$ cat src/rtl/compare_seq_ctrl.sv
// Sequencer for a shared bit-serial comparator: accepts an operand pair, clears the
// comparator, streams both operands LSB-first, then captures and returns g/e.
module compare_seq_ctrl #(
  parameter int N = 32
) (
  input  logic         clk,
  input  logic         rst,
  input  logic         in_valid,
  output logic         in_ready,
  input  logic [N-1:0] in_x,
  input  logic [N-1:0] in_y,
  output logic         cmp_clr,
  output logic         cmp_x,
  output logic         cmp_y,
  input  logic         cmp_g,
  input  logic         cmp_e,
  output logic         out_valid,
  input  logic         out_ready,
  output logic         out_g,
  output logic         out_e,
  output logic         busy
);

  localparam int CNT_W = $clog2(N + 1);
  localparam logic [CNT_W-1:0] CNT_LAST = CNT_W'(N - 1);

  typedef enum logic [2:0] {
    IDLE    = 3'd0,
    CLEAR   = 3'd1,
    SHIFT   = 3'd2,
    CAPTURE = 3'd3,
    DONE    = 3'd4
  } state_e;

  state_e           state_q, state_d;
  logic [N-1:0]     sx_q, sx_d;
  logic [N-1:0]     sy_q, sy_d;
  logic [CNT_W-1:0] cnt_q, cnt_d;
  logic             out_g_q, out_g_d;
  logic             out_e_q, out_e_d;

  // Handshakes: a transfer happens on a rising edge where valid and ready are both high;
  // in_ready is high only in IDLE and out_valid only in DONE, neither depends on inputs.
  always_comb begin
    state_d = state_q;
    sx_d    = sx_q;
    sy_d    = sy_q;
    cnt_d   = cnt_q;
    out_g_d = out_g_q;
    out_e_d = out_e_q;
    case (state_q)
      IDLE: begin
        if (in_valid) begin
          sx_d    = in_x;
          sy_d    = in_y;
          cnt_d   = '0;
          state_d = CLEAR;
        end
      end
      CLEAR: state_d = SHIFT;
      SHIFT: begin
        sx_d  = sx_q >> 1;
        sy_d  = sy_q >> 1;
        cnt_d = cnt_q + CNT_W'(1);
        if (cnt_q == CNT_LAST) state_d = CAPTURE;
      end
      CAPTURE: begin
        out_g_d = cmp_g;
        out_e_d = cmp_e;
        state_d = DONE;
      end
      DONE: begin
        if (out_ready) state_d = IDLE;
      end
      default: state_d = IDLE;
    endcase
  end

  always_ff @(posedge clk or negedge rst) begin
    if (!rst) begin
      state_q <= IDLE;
      sx_q    <= '0;
      sy_q    <= '0;
      cnt_q   <= '0;
      out_g_q <= 1'b0;
      out_e_q <= 1'b0;
    end else begin
      state_q <= state_d;
      sx_q    <= sx_d;
      sy_q    <= sy_d;
      cnt_q   <= cnt_d;
      out_g_q <= out_g_d;
      out_e_q <= out_e_d;
    end
  end

  // Comparator-facing outputs decode registered state only.
  assign in_ready  = (state_q == IDLE);
  assign busy      = (state_q != IDLE);
  assign cmp_clr   = (state_q == CLEAR);
  assign cmp_x     = (state_q == SHIFT) & sx_q[0];
  assign cmp_y     = (state_q == SHIFT) & sy_q[0];
  assign out_valid = (state_q == DONE);
  assign out_g     = out_g_q;
  assign out_e     = out_e_q;

endmodule

$ cat config.mk
export PLATFORM = sky130hd
export DESIGN_NAME = compare_seq_ctrl
export DESIGN_NICKNAME = d
export VERILOG_FILES = /design/src/rtl/compare_seq_ctrl.sv
export SDC_FILE = /design/constraint.sdc
export NUM_CORES = 1
export LEC_CHECK = 0
export CAP_MARGIN = 10
export CORE_UTILIZATION = 50
export CTS_BUF_LIST = sky130_fd_sc_hd__clkbuf_16
export CTS_CLUSTER_SIZE = 14
export DETAILED_ROUTE_END_ITERATION = 6
export PLACE_DENSITY = 0.8
export RECOVER_POWER = 50
export SYNTH_ARGS = -nofsm -noshare
export SYNTH_HDL_FRONTEND = slang
export SYNTH_SLANG_ARGS = --single-unit
$ cat constraint.sdc
create_clock -name clk -period 1.84 [get_ports clk]
set_input_delay 0.368 -clock clk [delete_from_list [all_inputs] [get_ports clk]]
set_output_delay 0.368 -clock clk [all_outputs]
set_load 0.005 [all_outputs]
* Word level (Yosys, flattened, before mapping)
Index checks and enable logic that the tools add are counted.
Widths: inputs -> output; s select.
** Storage, ports and cells
- Bits in registers :: 75
- Bits of input ports :: 70
- Output and inout port bits :: 8
** Cells by class
- $add $sub $neg :: 1
- Equal/unequal tests :: 8
- Mux-type cells :: 10
- Bitwise operators :: 2
- Reduce and logical (&&, ||, !) cells :: 5
** Operators by type and width (count)
- $pmux 32 s2 :: 2
- $mux 32 :: 2
- $pmux 3 s5 :: 1
- $pmux 6 s2 :: 1
- $mux 3 :: 3
- $add 6x1->6 const B :: 1
- $eq 3x2->1 const B :: 2
- $eq 6x5->1 const B :: 1
- $mux 6 :: 1
- $ne 2x2->1 const B :: 2
- $eq 3x1->1 const B :: 1
- $eq 3x3->1 const B :: 1
- $logic_not 3->1 :: 1
- $reduce_and 3->1 :: 1
- $reduce_bool 3->1 :: 1
- $and 1x1->1 :: 2
- $ne 2x1->1 const B :: 1
- $reduce_and 2->1 :: 1
- $reduce_bool 2->1 :: 1

* Longest topological paths before layout
- Word-level depth :: 3
- Depth in mapped cells :: 6

* Worst setup path before layout
OpenSTA, ideal clock, no wires.
- Path kind :: reg2out
- Start point :: register state_q[0]
- End point :: output cmp_x
- Arrival :: 1.141 ns
- Required time :: 1.472 ns
- Setup slack :: 0.331 ns
- Stages on the path, launching flop included :: 5
- Cell sequence :: dfrtp_1 -> buf_4 -> nor3b_4 -> buf_2 -> and2_1
** On the way
- Cells in the longest elaborated chain, start to end :: 2
** Ends and longest elaborated chain
- start: declaration :: line 35 : state_e state_q, state_d;
- start signal: assignment :: line 88 : state_q <= state_d;
- $eq 3x2->1 :: line 101 : assign cmp_x = (state_q == SHIFT) & sx_q[0];
- $and 1x1->1 :: line 101
- end: declaration :: line 13 : output logic cmp_x,
No other way between the ends.

* Final worst setup path
- Start point :: register state_q[0]
- End point :: output cmp_y
** On the way
- Cells in the longest elaborated chain, start to end :: 2
** Ends and longest elaborated chain
- $eq 3x2->1 :: line 102 : assign cmp_y = (state_q == SHIFT) & sy_q[0];
- $and 1x1->1 :: line 102
- end: declaration :: line 14 : output logic cmp_y,
No other way between the ends.

==> out/metrics.csv <==
stage,metric,value,unit
outcome,status,"finished, violations left",
outcome,violations,design-rule violations,
floorplanning,num_rows,29,
finish,syn_to_final_growth,35.8,%
min_path,hold_class,register to register,
yosys,syn-num-nets,335,
critical_path,path_max_fanout,3,
routing,via_per_inst,5.75,
clocking,numClockSinks,75,
floorplanning,start_util,0.521,
floorplanning,die_h,83.8,um
routing,num_vias,2480,
place,placed_cell_area,4190,sq um
sta,finalHoldViolCount,0,
clocking,cts_tree,built,
critical_path,worstPathRequired,1.47,ns
yosys,avgSynthCellArea,12.7,sq um
finish,multi_input_area,1330,sq um
critical_path,cpMostUsedCell,buf_6,
floorplanning,ioPinCount,78,
global_route,grt_pass1_vias,2529,
clocking,clk_path_buf_depth,2,
routing,drc,2,
sta,holdWs,0.507,ns
critical_path,cp.arrival,1.44,ns
floorplanning,coreArea,6420,sq um
finish,regArea,1880,sq um
global_route,antenna_found_initial,0,
global_route,grt_max_degree,44,
critical_path,crit_chain,buf_6 > nor3b_4 > buf_6 > and2_4 > buf_6,
finish,drive_gt1_frac,0.150,
pwr,p_leak,2.03,nW
sta,clock_skew,0.00359,ns
clocking,cts_buffers,9,
finish,design_area,4550,sq um
critical_path,cp-end-kind,primary output,
clocking,clock_latency,0.33,ns
critical_path,cp_slowest_stage_delay,0.41,ns
global_route,overflow,0,
critical_path,start_kind,register,
routing,drtPass1Iterations,6,
floorplanning,die_w,83.8,um
critical_path,path_class,register to primary output,
job,maxCapViolCount,0,
clocking,clk_pin_slew_worst_paths,0.06,ns
place,gp_congestion,0.799,
sta,drv_slew,0,
sta,min_period,1.80,ns
finish,fillers,468,
global_route,grt_first_pass_wirelength,12.3,mm
pwr,ir_drop,0.731,mV
yosys,synth_area,3350,sq um
sta,setup_viol,0,
pwr,p_per_area,1620,nW/um^2
yosys,yosysWarnings,0,
clocking,root_buffer,clkbuf_16,
routing,routed_wl,7.27,mm
global_route,grt_usage,0.227,
yosys,syn_inst,264,
sta,max_freq,555,MHz
floorplanning,dieArea,7030,sq um
yosys,yosysSeqAreaShare,0.561,
sta,period_share,0.980,
finish,diodes,0,
place,post-dp-hpwl,4.66,mm
yosys,synthDistinctLibCells,33,
critical_path,critPathSlowestCell,dfrtp_2,
routing,dr.first_iter.drc_count,157,
place,place.port_buffers,77,
clocking,htree_levels,3,
sta,rsz0062_at_grt,yes,
finish,final_nets,421,
routing,postRouteAntennaNets,0,
sta,worst_pin_slew,0.785,ns
sta,slew_headroom,0.477,
yosys,synth-seq-cells,75,
routing,avgRoutedWirePerCell,16.9,um
==> layout make-up <==
class / instances / share of cell area
Clock buffer: 9 / 0.0495
Clock inverter: 6 / 0.00771
Inverter: 4 / 0.00330
Multi-Input combinational cell: 161 / 0.291
Sequential cell: 75 / 0.413
Tap cell: 77 / 0.0212
Timing Repair Buffer: 99 / 0.214
==> cells in the final DEF, fill, tap and decap left out, types with 2 or more instances in the layout <==
master and instances:
a21oi_1 2, clkinv_2 3, dfrtp_2 2, clkdlybuf4s15_1 2, dlygate4sd2_1 2, and2_1 63, nor2_2 2, mux2_2 3
a221o_1 62, clkbuf_16 9, inv_1 4, nand4_1 2, nor2_1 2, buf_6 4, a22o_1 4, dfrtp_1 73
buf_4 15, buf_12 2, clkdlybuf4s50_1 70, nand2b_1 2
==> routing by layer <==
layer	routed length [um]	share of wire	GRT usage	vias to the layer above
met3	266	0.037	0.0475	8
met4	108	0.015	0.0658	0
met5	0	0	0	-
met1	3250	0.45	0.313	1240
li1	-	-	-	1175
met2	3650	0.50	0.366	57
==> timing repair <==
item / in CTS / in global routing
hold buffers: 1 / 0
pin swaps: 3 / 1
endpoints found under the hold margin: 27 / 0
buffers inserted: 9 / 0
resized for setup: 21 / 5
setup endpoints to repair: 6 / 5
==> per-stage QoR <==
| stage | utilization | cells | setup WS (ns) | power [mW] | TNS, ns |
|---|---|---|---|---|---|
| 2_1_floorplan | - | 264 | 0.331 | 4.82 | 0 |
| 3_3_place_gp | 0.653 | 406 | -0.0833 | 5.54 | -0.152 |
| 3_5_place_dp | 0.653 | 406 | -0.0870 | 5.67 | -0.201 |
| 4_1_cts | 0.709 | 431 | -0.0230 | 7.41 | -0.0230 |
| 5_1_grt | 0.708 | 431 | -0.00264 | 7.86 | -0.00264 |
| 6_report | 0.708 | 431 | 0.0366 | 7.39 | 0 |
==> synthesized netlist by cell type <==
cell | instances | area [sq um]
buf_4 | 4 | 30.0
xnor2_1 | 1 | 8.76
dfrtp_1 | 75 | 1880
or3_1 | 1 | 6.26
buf_6 | 5 | 56.3
nand3_1 | 1 | 5.00
nand3b_1 | 1 | 7.51
nor2_2 | 1 | 6.26
buf_2 | 9 | 45.0
and2_1 | 64 | 400
a22o_1 | 4 | 35.0
nand2_1 | 1 | 3.75
a21oi_1 | 2 | 10.0
o21ai_0 | 1 | 5.00
nor3_1 | 1 | 5.00
nor3b_4 | 1 | 18.8
clkbuf_1 | 6 | 22.5
nand4_1 | 2 | 12.5
o21ai_2 | 1 | 8.76
nor3b_1 | 1 | 7.51
nand2b_1 | 2 | 12.5
a32oi_1 | 1 | 8.76
a31oi_1 | 1 | 6.26
and4_1 | 1 | 8.76
nor4b_4 | 1 | 23.8
a221o_1 | 62 | 621
mux2_2 | 3 | 33.8
mux2i_1 | 1 | 10.0
ha_1 | 1 | 12.5
inv_1 | 4 | 15.0
nor2_1 | 3 | 11.3
o21a_1 | 1 | 7.51
or2_2 | 1 | 6.26
==> state kept, by name, indices dropped and copies added (netlist names) <==
name	flops
state_q	3
sx_q	32
out_g	1
cnt_q	6
out_e	1
sy_q	32
==> worst paths after layout <==
path | slack [ns] | startpoint | endpoint | cells past startpoint
min in group asynchronous | 0.65 | rst | sy_q[27] | 2
worst max-delay path | 0.04 | state_q[0] | cmp_y | 5
worst max register to register | 0.06 | state_q[1] | sy_q[11] | 6
worst min-delay path | 0.51 | sy_q[31] | sy_q[31] | 1
max in group asynchronous | 0.32 | rst | state_q[2] | 3
worst min register to register | 0.51 | sy_q[31] | sy_q[31] | 1
==> where the power goes <==
part | switching [mW] | internal, mW
combinational | 1.30 | 1.66
clock | 0.628 | 0.893
sequential | 0.495 | 2.41
total | 2.42 | 4.97
==> critical path: cells and delay by family (launching register included) <==
kind / cells / cell delay [ns]
flops: 1 / 0.41
buf+inv: 3 / 0.36
simple gates: 2 / 0.34
==> logic make-up (layout without fill, tap and decap cells) <==
logic type,after synthesis,in the layout,share of synthesized area
AOI/OAI and AO/OA,73,73,0.210
xor gates and xnor gates,1,1,0.00262
adders and majority gates,1,1,0.00374
buffers and inverters,28,118,0.0504
DFF,75,75,0.561
muxes,4,4,0.0131
and+or+nand+nor,82,82,0.160
(Power assumes the default switching activity.)
